**src/rtl/pipeline_pkg.sv**
```systemverilog
// Shared types and constants for the MEM-stage access unit and its MEM/WB register bank.
package pipeline_pkg;

    typedef enum logic {
        IDLE = 1'b0,
        BUSY = 1'b1
    } state_e;

    typedef enum logic [1:0] {
        WB_HOLD   = 2'd0,
        WB_LOAD   = 2'd1,
        WB_BUBBLE = 2'd2
    } wb_op_e;

    localparam int REG_ADDR_W = 5;
    localparam logic [1:0] WORD_ALIGN_MASK = 2'b11;

    typedef struct packed {
        logic reg_write;
        logic mem_to_reg;
        logic jump_link;
    } wb_ctrl_t;

    localparam wb_ctrl_t WB_BUBBLE_CTRL = '0;

    function automatic logic is_misaligned(input logic [1:0] addr_lsb);
        return |(addr_lsb & WORD_ALIGN_MASK);
    endfunction

endpackage

```
**src/rtl/mem_wb_capture.sv**
```systemverilog
// MEM/WB register bank: load, load-bubble or hold, selected by the access FSM.
module mem_wb_capture
    import pipeline_pkg::*;
#(
    parameter int DATA_W = 32
) (
    input  logic                  clk,
    input  logic                  rst_n,
    input  wb_op_e                wb_op,
    input  logic                  load_rdata,
    input  logic                  fault_in,
    input  wb_ctrl_t              ctrl_in,
    input  logic [DATA_W-1:0]     alu_in,
    input  logic [DATA_W-1:0]     pc_in,
    input  logic [DATA_W-1:0]     rdata_in,
    input  logic [REG_ADDR_W-1:0] wreg_in,
    output wb_ctrl_t              ctrl_out,
    output logic [DATA_W-1:0]     alu_out,
    output logic [DATA_W-1:0]     pc_out,
    output logic [DATA_W-1:0]     rdata_out,
    output logic [REG_ADDR_W-1:0] wreg_out,
    output logic                  fault_out
);

    wb_ctrl_t              ctrl_q, ctrl_d;
    logic [DATA_W-1:0]     alu_q, alu_d;
    logic [DATA_W-1:0]     pc_q, pc_d;
    logic [DATA_W-1:0]     rdata_q, rdata_d;
    logic [REG_ADDR_W-1:0] wreg_q, wreg_d;
    logic                  fault_q, fault_d;

    // A bubble only kills the controls; data fields keep their last values.
    always_comb begin
        ctrl_d  = ctrl_q;
        alu_d   = alu_q;
        pc_d    = pc_q;
        rdata_d = rdata_q;
        wreg_d  = wreg_q;
        fault_d = fault_in;
        case (wb_op)
            WB_LOAD: begin
                ctrl_d = ctrl_in;
                alu_d  = alu_in;
                pc_d   = pc_in;
                wreg_d = wreg_in;
                if (load_rdata) begin
                    rdata_d = rdata_in;
                end
            end
            WB_BUBBLE: begin
                ctrl_d = WB_BUBBLE_CTRL;
            end
            default: begin
            end
        endcase
    end

    always_ff @(posedge clk or negedge rst_n) begin
        if (!rst_n) begin
            ctrl_q  <= '0;
            alu_q   <= '0;
            pc_q    <= '0;
            rdata_q <= '0;
            wreg_q  <= '0;
            fault_q <= 1'b0;
        end else begin
            ctrl_q  <= ctrl_d;
            alu_q   <= alu_d;
            pc_q    <= pc_d;
            rdata_q <= rdata_d;
            wreg_q  <= wreg_d;
            fault_q <= fault_d;
        end
    end

    assign ctrl_out  = ctrl_q;
    assign alu_out   = alu_q;
    assign pc_out    = pc_q;
    assign rdata_out = rdata_q;
    assign wreg_out  = wreg_q;
    assign fault_out = fault_q;

endmodule

```
**src/rtl/mem_stage_access_unit.sv**
```systemverilog
// MEM stage: word loads/stores over a req/ready bus, pipeline stall, MEM/WB capture,
// misalignment and bus-timeout faults.
//
// state | meaning
// IDLE  | evaluate the EX/MEM instruction; start a bus access if aligned
// BUSY  | request outstanding; wait for dmem_ready or the timeout count
module mem_stage_access_unit
    import pipeline_pkg::*;
#(
    parameter int DATA_W         = 32,
    parameter int TIMEOUT_CYCLES = 255,
    parameter int CNT_W          = 8
) (
    input  logic                  CLK,
    input  logic                  RST_N,
    input  logic                  RegWriteM,
    input  logic                  MemtoRegM,
    input  logic                  MemWriteM,
    input  logic                  JumpLinkM,
    input  logic [DATA_W-1:0]     ALUOutM,
    input  logic [DATA_W-1:0]     WriteDataM,
    input  logic [REG_ADDR_W-1:0] WriteRegM,
    input  logic [DATA_W-1:0]     PCPlus4M,
    output logic                  StallM,
    output logic                  dmem_req,
    output logic                  dmem_we,
    output logic [DATA_W-1:0]     dmem_addr,
    output logic [DATA_W-1:0]     dmem_wdata,
    input  logic                  dmem_ready,
    input  logic [DATA_W-1:0]     dmem_rdata,
    output logic                  RegWriteW,
    output logic                  MemtoRegW,
    output logic                  JumpLinkW,
    output logic [DATA_W-1:0]     ReadDataW,
    output logic [DATA_W-1:0]     ALUOutW,
    output logic [DATA_W-1:0]     PCPlus4W,
    output logic [REG_ADDR_W-1:0] WriteRegW,
    output logic                  MemFaultW
);

    localparam logic [CNT_W-1:0] CNT_LAST = CNT_W'(TIMEOUT_CYCLES - 1);

    state_e            state_q, state_d;
    logic [CNT_W-1:0]  cnt_q, cnt_d;
    logic              req_q, req_d;
    logic              we_q, we_d;
    logic [DATA_W-1:0] addr_q, addr_d;
    logic [DATA_W-1:0] wdata_q, wdata_d;

    logic     access;
    logic     misaligned;
    wb_op_e   wb_op;
    logic     load_rdata;
    logic     fault;
    wb_ctrl_t ctrl_m, ctrl_w;

    assign access     = MemtoRegM | MemWriteM;
    assign misaligned = is_misaligned(ALUOutM[1:0]);
    assign ctrl_m     = '{reg_write: RegWriteM, mem_to_reg: MemtoRegM, jump_link: JumpLinkM};

    always_comb begin
        state_d    = state_q;
        cnt_d      = cnt_q;
        req_d      = req_q;
        we_d       = we_q;
        addr_d     = addr_q;
        wdata_d    = wdata_q;
        StallM     = 1'b0;
        wb_op      = WB_HOLD;
        load_rdata = 1'b0;
        fault      = 1'b0;
        case (state_q)
            IDLE: begin
                if (!access) begin
                    wb_op = WB_LOAD;
                end else if (misaligned) begin
                    wb_op = WB_BUBBLE;
                    fault = 1'b1;
                end else begin
                    StallM  = 1'b1;
                    wb_op   = WB_BUBBLE;
                    req_d   = 1'b1;
                    we_d    = MemWriteM;
                    addr_d  = ALUOutM;
                    wdata_d = WriteDataM;
                    cnt_d   = '0;
                    state_d = BUSY;
                end
            end
            BUSY: begin
                // Ready takes priority over the timeout in the final count cycle.
                if (dmem_ready) begin
                    wb_op      = WB_LOAD;
                    load_rdata = MemtoRegM;
                    req_d      = 1'b0;
                    state_d    = IDLE;
                end else if (cnt_q == CNT_LAST) begin
                    wb_op   = WB_BUBBLE;
                    fault   = 1'b1;
                    req_d   = 1'b0;
                    state_d = IDLE;
                end else begin
                    StallM = 1'b1;
                    cnt_d  = cnt_q + 1'b1;
                end
            end
            default: begin
                req_d   = 1'b0;
                state_d = IDLE;
            end
        endcase
    end

    always_ff @(posedge CLK or negedge RST_N) begin
        if (!RST_N) begin
            state_q <= IDLE;
            cnt_q   <= '0;
            req_q   <= 1'b0;
            we_q    <= 1'b0;
            addr_q  <= '0;
            wdata_q <= '0;
        end else begin
            state_q <= state_d;
            cnt_q   <= cnt_d;
            req_q   <= req_d;
            we_q    <= we_d;
            addr_q  <= addr_d;
            wdata_q <= wdata_d;
        end
    end

    assign dmem_req   = req_q;
    assign dmem_we    = we_q;
    assign dmem_addr  = addr_q;
    assign dmem_wdata = wdata_q;

    mem_wb_capture #(
        .DATA_W(DATA_W)
    ) u_mem_wb_capture (
        .clk       (CLK),
        .rst_n     (RST_N),
        .wb_op     (wb_op),
        .load_rdata(load_rdata),
        .fault_in  (fault),
        .ctrl_in   (ctrl_m),
        .alu_in    (ALUOutM),
        .pc_in     (PCPlus4M),
        .rdata_in  (dmem_rdata),
        .wreg_in   (WriteRegM),
        .ctrl_out  (ctrl_w),
        .alu_out   (ALUOutW),
        .pc_out    (PCPlus4W),
        .rdata_out (ReadDataW),
        .wreg_out  (WriteRegW),
        .fault_out (MemFaultW)
    );

    assign RegWriteW = ctrl_w.reg_write;
    assign MemtoRegW = ctrl_w.mem_to_reg;
    assign JumpLinkW = ctrl_w.jump_link;

endmodule

```
**config.mk**
```make
export PLATFORM = sky130hd
export DESIGN_NAME = mem_stage_access_unit
export DESIGN_NICKNAME = d
export VERILOG_FILES = /design/src/rtl/pipeline_pkg.sv /design/src/rtl/mem_wb_capture.sv /design/src/rtl/mem_stage_access_unit.sv
export SDC_FILE = /design/constraint.sdc
export NUM_CORES = 1
export LEC_CHECK = 0
export CORE_MARGIN = 2
export CORE_UTILIZATION = 35
export CTS_BUF_LIST = sky130_fd_sc_hd__clkbuf_8
export DETAILED_ROUTE_END_ITERATION = 12
export PLACE_DENSITY_LB_ADDON = 0.2
export SETUP_SLACK_MARGIN = 0.15
export SLEW_MARGIN = 0
export SYNTH_ARGS = -nofsm -noshare
export SYNTH_HDL_FRONTEND = slang
export SYNTH_SLANG_ARGS = --single-unit
```
**constraint.sdc**
```tcl
create_clock -name CLK -period 1.61 [get_ports CLK]
set_input_delay 0.322 -clock CLK [delete_from_list [all_inputs] [get_ports CLK]]
set_output_delay 0.322 -clock CLK [all_outputs]
set_load 0.02 [all_outputs]
```
==> metrics <==
run status=complete, but fails checks; failing checks=negative setup slack; max-cap check violation count=0; number of H-tree levels=4; Mapped Area=6900 sq um; # diodes=0; clock buffer depth=2; first-pass GRT wire length=30.8 mm; layout cell share with drive strength beyond 1=0.532; io pins=312; M3 GR Usage=0.0811; vias in the first global route=5907; nets@finish=1083; Crit Path Max Fanout=2; final worst-path cycle share=1.23; met1 usage=0.228; final wirelength=23.3 mm; RSZ-0062 raised after global routing=true; Initial Util=0.356; syn avg cell area=12.5 sq um; Global Route Usage Sum=0.194; DRC violations left=0; port buffer count=311; CTS Buf Count=17; Critical Path Max Stage Delay=0.40 ns; Post-synth top flop=dfrtp_1; Critical Path End Type=primary output; post-route cell area=11500 sq um; CTS Sinks=180; final setup fails=76; met2 Track Usage GR=0.326; die height=144 microns; Fillers=1650; initial antenna violation count=1; Slew @ Worst Pin=0.485 ns; fin util=0.595; drt initial violations=143; Clock Latency Late Sink=0.45 ns; gpl congestion=0.759; Pins Over Slew Limit=0; Worst slew margin=0.677; Post-synth EDFFs=0; CP delay by family, top=flip-flops; CTS tree=built; antenna-violating nets left=0; Critical R2R Launch=state_q$_DFF_PN0_; CTS Root Cell=clkbuf_8; peak supply drop=0.000650 V; vias per cell=4.69; Yosys reg bits=180; Yosys warnings=0; WP data required=1.29 ns; wire per inst=19.1 microns; Final Hold Viols=0; Crit-path slowest cell=dfrtp_1; Die Span X=144 microns; DRT Pass-1 Iters=4; f_max=505 MHz; Overflow after GRT=0; synth unique cells=34; cells after synthesis=552; sequential-to-total area share from yosys stat=0.652; final worst slack=-0.370 ns; Critical path buffers and inverters=2; Setup crit start=cnt_q[0]$_DFFE_PN0P_; Vias=5718; row cnt=51; hpwl dp=14.2 mm; critical path class=reg2out; clock-pin transition on the worst setup and hold timing paths=0.09 ns; GRT busiest layer=met2; crit path time final=1.98 ns; Synth async-reset ratio=1.00; worst path cell trace=inv_1, ha_2, and4_4, a21o_1, nand2_4, buf_6; LEAKAGE=5.63 nW; CP startpoint kind=flip-flop; crit path DAT=1.66 ns; Cell Area, Placed=10700 sq um; Core ar.=19400 sq um; Die Footprint=20900 sq um; Power Dens Cells=1260 nW/um^2; pin count of the biggest net entering global routing=45; worst clock skew=0.0139 ns; Worst Hold Class=in2async; syn nets=694; Layout area overhead=67.2%; Setup TNS=-16.77 ns
==> report_power, final <==
| group | switching (W) | internal [W] |
|---|---|---|
| Clock | 0.00168 | 0.00160 |
| Sequential | 0.000625 | 0.00554 |
| Combinational | 0.00279 | 0.00233 |
| Total | 0.00509 | 0.00947 |
==> flip-flops by register name, summed over array words and instances, names as in the netlist <==
| signal | count |
|---|---|
| dmem_addr | 32 |
| dmem_wdata | 32 |
| u_mem_wb_capture.alu_out | 32 |
| u_mem_wb_capture.pc_out | 32 |
| u_mem_wb_capture.rdata_out | 32 |
| cnt_q | 8 |
| u_mem_wb_capture.wreg_out | 5 |
| u_mem_wb_capture.ctrl_out | 3 |
| dmem_req | 1 |
| dmem_we | 1 |
| state_q | 1 |
| u_mem_wb_capture.fault_out | 1 |
==> final timing paths <==
check / endpoint / slack [ns] / cells past startpoint
min in group CLK: dmem_wdata[28]$_DFFE_PN0P_ / 0.40 / 3
worst max-delay path: StallM / -0.37 / 6
max in group asynchronous: u_mem_wb_capture.rdata_out[21]$_DFFE_PN0P_ / 0.64 / 3
worst min-delay path: u_mem_wb_capture.pc_out[3]$_DFFE_PN0N_ / 0.38 / 2
worst min register to register: dmem_addr[11]$_DFFE_PN0P_ / 0.49 / 2
worst max register to register: dmem_wdata[5]$_DFFE_PN0P_ / -0.27 / 8
==> cells by family (layout without fill, tap and decap cells) <==
| group | Yosys count | count (layout) | share of synthesized area |
|---|---|---|---|
| compound gates | 18 | 18 | 0.0181 |
| buf+inv | 31 | 433 | 0.0295 |
| fa+ha+maj | 2 | 2 | 0.00362 |
| flops | 180 | 180 | 0.652 |
| simple gates | 217 | 217 | 0.127 |
| mux | 103 | 103 | 0.168 |
| xor+xnor | 1 | 1 | 0.00127 |
==> what timing repair did <==
action,4_1_cts,5_1_grt
endpoints found under the hold margin,36,0
gates resized for setup,599,277
hold buffers,1,0
buffers inserted,9,13
pin swaps,10,124
cloned,4,18
endpoints found under the setup margin,318,278
==> synthesized netlist by cell type, types with 2 or more instances <==
cell	number	area [sq um]
o21ai_1	4	20.0
mux2_2	101	1140
nand2_1	193	724
nand3_1	7	35.0
a22o_1	2	17.5
and2_4	2	17.5
nor2_1	4	15.0
mux2i_1	2	20.0
a211oi_1	2	15.0
inv_1	5	18.8
dfrtp_1	180	4500
ha_1	2	25.0
o211ai_1	2	15.0
and3_1	2	12.5
o21ai_0	2	10.0
buf_6	9	101
buf_2	16	80.1
==> layer usage <==
layer,part of all wire,wire (microns)
met3,0.097,2250
met2,0.49,11400
met4,0.021,487
met5,0.00056,13
met1,0.39,9130
==> cell type report <==
class | count | area, sq um | share of cell area
Clock buffer | 18 | 248 | 0.0215
Clock inverter | 14 | 171 | 0.0148
Inverter | 5 | 18.8 | 0.00163
Multi-Input combinational cell | 341 | 2770 | 0.240
Sequential cell | 180 | 4500 | 0.390
Tap cell | 265 | 332 | 0.0287
Timing Repair Buffer | 396 | 3500 | 0.303
==> per-stage QoR <==
stage               hold slack, ns  total power [W]  std cells  setup slack (ns)
global route                 0.370           0.0154       1219            -0.473
floorplan                   0.0264          0.00852        552           -0.0364
finish                       0.378           0.0146       1219            -0.370
global placement             0.290           0.0114       1142            -0.796
detailed placement           0.294           0.0116       1142            -0.792
CTS                          0.355           0.0144       1188            -0.394
==> layout by cell type (no fill, tap or decap), types with 3 or more instances in the layout <==
| master | Yosys | routed |
|---|---|---|
| mux2_4 | 0 | 16 |
| clkbuf_16 | 0 | 12 |
| buf_16 | 0 | 6 |
| buf_6 | 9 | 11 |
| buf_2 | 16 | 167 |
| bufinv_16 | 0 | 3 |
| mux2_2 | 101 | 85 |
| nand3_2 | 0 | 4 |
| clkdlybuf4s15_2 | 0 | 4 |
| o21ai_2 | 0 | 3 |
| nand2_1 | 193 | 95 |
| dfrtp_1 | 180 | 180 |
| buf_4 | 0 | 40 |
| nand2_4 | 0 | 32 |
| buf_12 | 0 | 14 |
| clkdlybuf4s50_1 | 0 | 136 |
| inv_6 | 0 | 6 |
| nand2_2 | 0 | 66 |
| clkbuf_8 | 0 | 18 |
| inv_1 | 5 | 7 |
Power figures use the tool's default switching activity.
